## config.mk

```make
export PLATFORM = sky130hd
export DESIGN_NAME = rs_operand_arbiter
export DESIGN_NICKNAME = d
export VERILOG_FILES = /design/src/rtl/rs_operand_arbiter.sv
export SDC_FILE = /design/constraint.sdc
export NUM_CORES = 1
export LEC_CHECK = 0
export ABC_AREA = 1
export BUFFER_PORTS_ARGS = -buffer_cell sky130_fd_sc_hd__buf_2
export CORE_MARGIN = 1
export CORE_UTILIZATION = 60
export CTS_BUF_LIST = sky130_fd_sc_hd__clkbuf_4 sky130_fd_sc_hd__clkbuf_8
export DETAILED_ROUTE_END_ITERATION = 6
export GPL_TIMING_DRIVEN = 0
export PLACE_DENSITY = 0.89
export SETUP_SLACK_MARGIN = 0.05
export SYNTH_ARGS = -nofsm -noshare
export SYNTH_HDL_FRONTEND = slang
export SYNTH_SLANG_ARGS = --single-unit
```

## constraint.sdc

```tcl
create_clock -name clk -period 4.3 [get_ports clk]
set_clock_uncertainty 0.1 [all_clocks]
set_input_delay 0.645 -clock clk [delete_from_list [all_inputs] [get_ports clk]]
set_output_delay 0.645 -clock clk [all_outputs]
set_load 0.02 [all_outputs]
```

## src/rtl/rs_operand_arbiter.sv

```systemverilog
// Round-robin arbiter between the immediate and register-file operand sources.
// It feeds a one-entry output register with a valid/ready handshake and keeps saturating per-source grant counters.
module rs_operand_arbiter #(
    parameter int N  = 2,
    parameter int CW = 16
) (
    input  logic          clk,
    input  logic          reset,
    input  logic          i_valid,
    input  logic [N:0]    ibits,
    output logic          i_ready,
    input  logic          r_valid,
    input  logic [N:0]    rbits,
    output logic          r_ready,
    output logic          mux_sel,
    output logic          out_valid,
    output logic [N:0]    out_bits,
    input  logic          out_ready,
    output logic [CW-1:0] cnt_i,
    output logic [CW-1:0] cnt_r,
    input  logic          cnt_clr
);

    typedef enum logic {EMPTY = 1'b0, FULL = 1'b1} state_t;

    state_t   state_reg, state_next;
    logic     last_sel_reg;            // 1 = imm granted last, 0 = reg
    logic     mux_sel_reg;
    logic [N:0] out_bits_reg;

    logic load_en;
    logic grant_imm;
    logic grant_reg;
    logic any_grant;

    assign out_valid = (state_reg == FULL);
    assign load_en   = !out_valid || out_ready;

    // On a tie the source opposite to the previous winner is granted.
    assign grant_imm = load_en && i_valid && (!r_valid || !last_sel_reg);
    assign grant_reg = load_en && r_valid && (!i_valid ||  last_sel_reg);
    assign any_grant = grant_imm || grant_reg;

    assign i_ready  = grant_imm && !reset;
    assign r_ready  = grant_reg && !reset;
    assign mux_sel  = mux_sel_reg;
    assign out_bits = out_bits_reg;

    always_ff @(posedge clk or posedge reset) begin
        if (reset) begin
            state_reg <= EMPTY;
        end else begin
            state_reg <= state_next;
        end
    end

    always_comb begin
        state_next = state_reg;
        case (state_reg)
            EMPTY: if (any_grant) state_next = FULL;
            FULL:  if (out_ready && !any_grant) state_next = EMPTY;
            default: state_next = EMPTY;
        endcase
    end

    always_ff @(posedge clk or posedge reset) begin
        if (reset) begin
            out_bits_reg <= '0;
            mux_sel_reg  <= 1'b0;
            last_sel_reg <= 1'b0;
        end else if (any_grant) begin
            out_bits_reg <= grant_imm ? ibits : rbits;
            mux_sel_reg  <= grant_imm;
            last_sel_reg <= grant_imm;
        end
    end

    // Index 1 tracks immediate grants, index 0 register grants.
    logic [1:0]          grant_vec;
    logic [1:0][CW-1:0]  cnt_bus;

    assign grant_vec = {grant_imm, grant_reg};

    for (genvar gi = 0; gi < 2; gi++) begin : g_cnt
        logic [CW-1:0] cnt_reg;

        always_ff @(posedge clk or posedge reset) begin
            if (reset) begin
                cnt_reg <= '0;
            end else if (cnt_clr) begin
                cnt_reg <= '0;
            end else if (grant_vec[gi] && (cnt_reg != {CW{1'b1}})) begin
                cnt_reg <= cnt_reg + 1'b1;
            end
        end

        assign cnt_bus[gi] = cnt_reg;
    end

    assign cnt_i = cnt_bus[1];
    assign cnt_r = cnt_bus[0];

endmodule

```

==> flow_summary.json <==
{
  "cts.repair.resized": 0,
  "die_w_um": 63.62,
  "nFillCells": 283,
  "setup-violations-final": 0,
  "critPathKind": "input port to output pin",
  "die_h_um": 63.62,
  "worstPathMaxFanout": 10,
  "synthArstFlopShare_pct": 100.0,
  "crit_path_frequent_cell": "buf_2",
  "grt_usage_pct": 28.14,
  "status": "finished, final reports clean",
  "netSwitchingFraction_pct": 30.12,
  "p_per_area_mw_per_mm2": 291.8,
  "cts_buffer_depth": 2,
  "highest_layer": "met4",
  "nets": 393,
  "synthCells": 323,
  "utilization_pct": 73.03,
  "synth_warnings": 0,
  "routedWlPerCell_um": 12.20,
  "worst_setup_path_start_kind": "input port",
  "slowest_stage": "clkbuf_1",
  "dp_hpwl_um": 3738,
  "portBuffers": 49,
  "maxCapViolations": 0,
  "met3_length_um": 223,
  "finalWirelength_um": 5208,
  "drive_above_1_share_pct": 20.84,
  "fmax_ghz": 0.4332,
  "synth_seq_area_share_pct": 40.64,
  "final-seq-area_um2": 925.9,
  "synthDistinctLibCells": 25,
  "pwr-share-clk_pct": 33.0,
  "p_leak_nw": 1.419,
  "drt_iter0_markers": 176,
  "cts_setup_buffers": 0,
  "synthesis.nets": 337,
  "core_area_mm2": 0.003661,
  "cp_data_arrival_time_ps": 1560,
  "slowest_delay_ps": 330,
  "yosys.area.top_type_share_pct": 40.64,
  "drv_slew": 0,
  "cp-end-kind": "output pin",
  "dr_total_vias": 2242,
  "grt-ovfl-total": 0,
  "power_frac_seq_pct": 48.6,
  "grt_pass1_wl_um": 8825,
  "clkSlewWorstSetupHoldPaths_ps": 70,
  "rows": 22,
  "antenna_left": 0,
  "synth_common_cells": "nand2_1, nor2_1, dfrtp_1, inv_1, nand3_1",
  "drc_errors": 0,
  "ioPinCount": 51,
  "vias_per_cell": 5.251,
  "period_needed_ps": 2308,
  "fin_tns_setup_ps": 0,
  "p_int_mw": 0.5452,
  "ctsHoldBuffers": 0,
  "min_period_over_period_pct": 53.68,
  "hold_violations": 0,
  "clock_latency_ps": 290,
  "start_util_pct": 62.24,
  "wl_met2_um": 2656,
  "ys_seq_elements": 37,
  "hp-class": "input port to asynchronous set/reset pin",
  "rsz0062_at_grt": "false",
  "num_antenna_cells": 0,
  "yosys-top-cells-area": "dfrtp_1, nand2_1, nor2_1",
  "yosysTopAreaCell": "dfrtp_1",
  "firstDrtPassIters": 4,
  "cts_buffers": 5,
  "p_sw_mw": 0.2350,
  "cts_tree": "built",
  "antenna_found_initial": 0,
  "multi_input_area_mm2": 0.001194,
  "hold_slack_ps": 409.9,
  "relSlewSlack_pct": 48.31,
  "ir_drop_v": 0.0001692,
  "h-tree-depth": 2,
  "gp_congestion": 0.8559,
  "synth-edff-count": 0,
  "yosysMostFrequentCell": "nand2_1",
  "yosys_most_used_dff": "dfrtp_1",
  "synth.avg_cell_area_um2": 7.054,
  "worstPathRequired_ps": 3560,
  "die-area_mm2": 0.004048,
  "combPwrFrac_pct": 18.4,
  "cts_root_buf": "clkbuf_8",
  "wl_met1_um": 2240,
  "clock-sinks": 37,
  "critical_path.cell_chain": "buf_2 -> inv_1 -> nand2_1 -> nand3_1 -> clkbuf_1 -> nor2_1 -> buf_2",
  "syn2layout_area_growth_pct": 17.35,
  "tightest_slew_ps": 774.3,
  "grt_max_degree": 38,
  "syn_area_mm2": 0.002278,
  "grt_pass1_vias": 2043
}
==> critical path: cells and delay by family <==
family | cells | cell delay [ps]
buf+inv | 4 | 630
simple gates | 3 | 290
==> final cells by class <==
cell class	instances	area share, %
Clock buffer	7	3.369
Buffer	5	1.310
Tap cell	48	2.246
Timing Repair Buffer	49	9.172
Sequential cell	37	34.63
Inverter	33	4.633
Multi-Input combinational cell	248	44.64
==> routing by layer <==
layer	vias to the layer above	GRT usage [%]
li1	1130	-
met1	1037	33.53
met2	67	49.20
met3	8	5.616
met4	0	11.08
met5	-	0
==> through the flow <==
| stage | power [mW] | cell area, um2 | worst slack [ps] | instances |
|---|---|---|---|---|
| after floorplan | 0.4832 | 2278 | 2183 | 323 |
| after global placement | 0.5256 | 2584 | 1995 | 420 |
| after detailed placement | 0.5305 | 2584 | 1993 | 420 |
| after CTS | 0.7845 | 2674 | 1990 | 427 |
| after global routing | 0.8143 | 2674 | 1907 | 427 |
| final | 0.7801 | 2674 | 1992 | 427 |
==> cell families (layout without fill, tap and decap cells) <==
group	after synthesis	after routing	synth area share (%)
and+or+nand+nor	209	209	39.26
muxes	1	1	0.4393
buffers and inverters	38	94	6.974
AOI/OAI and AO/OA	23	23	6.590
xor gates and xnor gates	13	13	4.997
adders and majority gates	2	2	1.098
DFF	37	37	40.64
==> final timing paths <==
check	start	endpoint	slack, ps	depth (start not counted)
setup / recovery	out_ready	i_ready	1990	7
hold / removal	reset	out_bits[1]$_DFFE_PP0P_	410	2
setup reg to reg	cnt_i[0]$_DFFE_PP0P_	cnt_i[10]$_DFFE_PP0P_	2430	8
hold reg to reg	out_bits[1]$_DFFE_PP0P_	out_bits[1]$_DFFE_PP0P_	410	2
max in group asynchronous	reset	cnt_r[11]$_DFFE_PP0P_	3200	2
min in group clk	out_bits[1]$_DFFE_PP0P_	out_bits[1]$_DFFE_PP0P_	410	2
==> power groups by stage <==
stage          logic, mW  clock network (mW)  registers, mW
4_1_cts            0.145               0.261          0.379
5_1_grt            0.159               0.274          0.381
3_5_place_dp       0.144                   0          0.386
2_1_floorplan     0.0750                   0          0.408
3_3_place_gp       0.141                   0          0.384
6_report           0.144               0.257          0.379
==> placed cells by master (no fill, tap or decap) <==
master	n
o21ai_4	1
nand2_4	2
xnor2_1	1
buf_2	50
xor2_1	12
nand4_1	15
mux2i_1	1
o21ai_1	1
nor2_1	43
inv_1	25
nor2_2	3
or2_2	1
o21bai_4	1
buf_6	2
nor2_4	2
clkbuf_1	2
clkbuf_4	1
clkbuf_8	6
o21bai_1	4
inv_2	8
nand3_1	22
dfrtp_1	37
ha_1	2
o21ai_0	12
nand2_1	119
a21oi_1	4
nand2_2	2
Power figures use the tool's default switching activity.
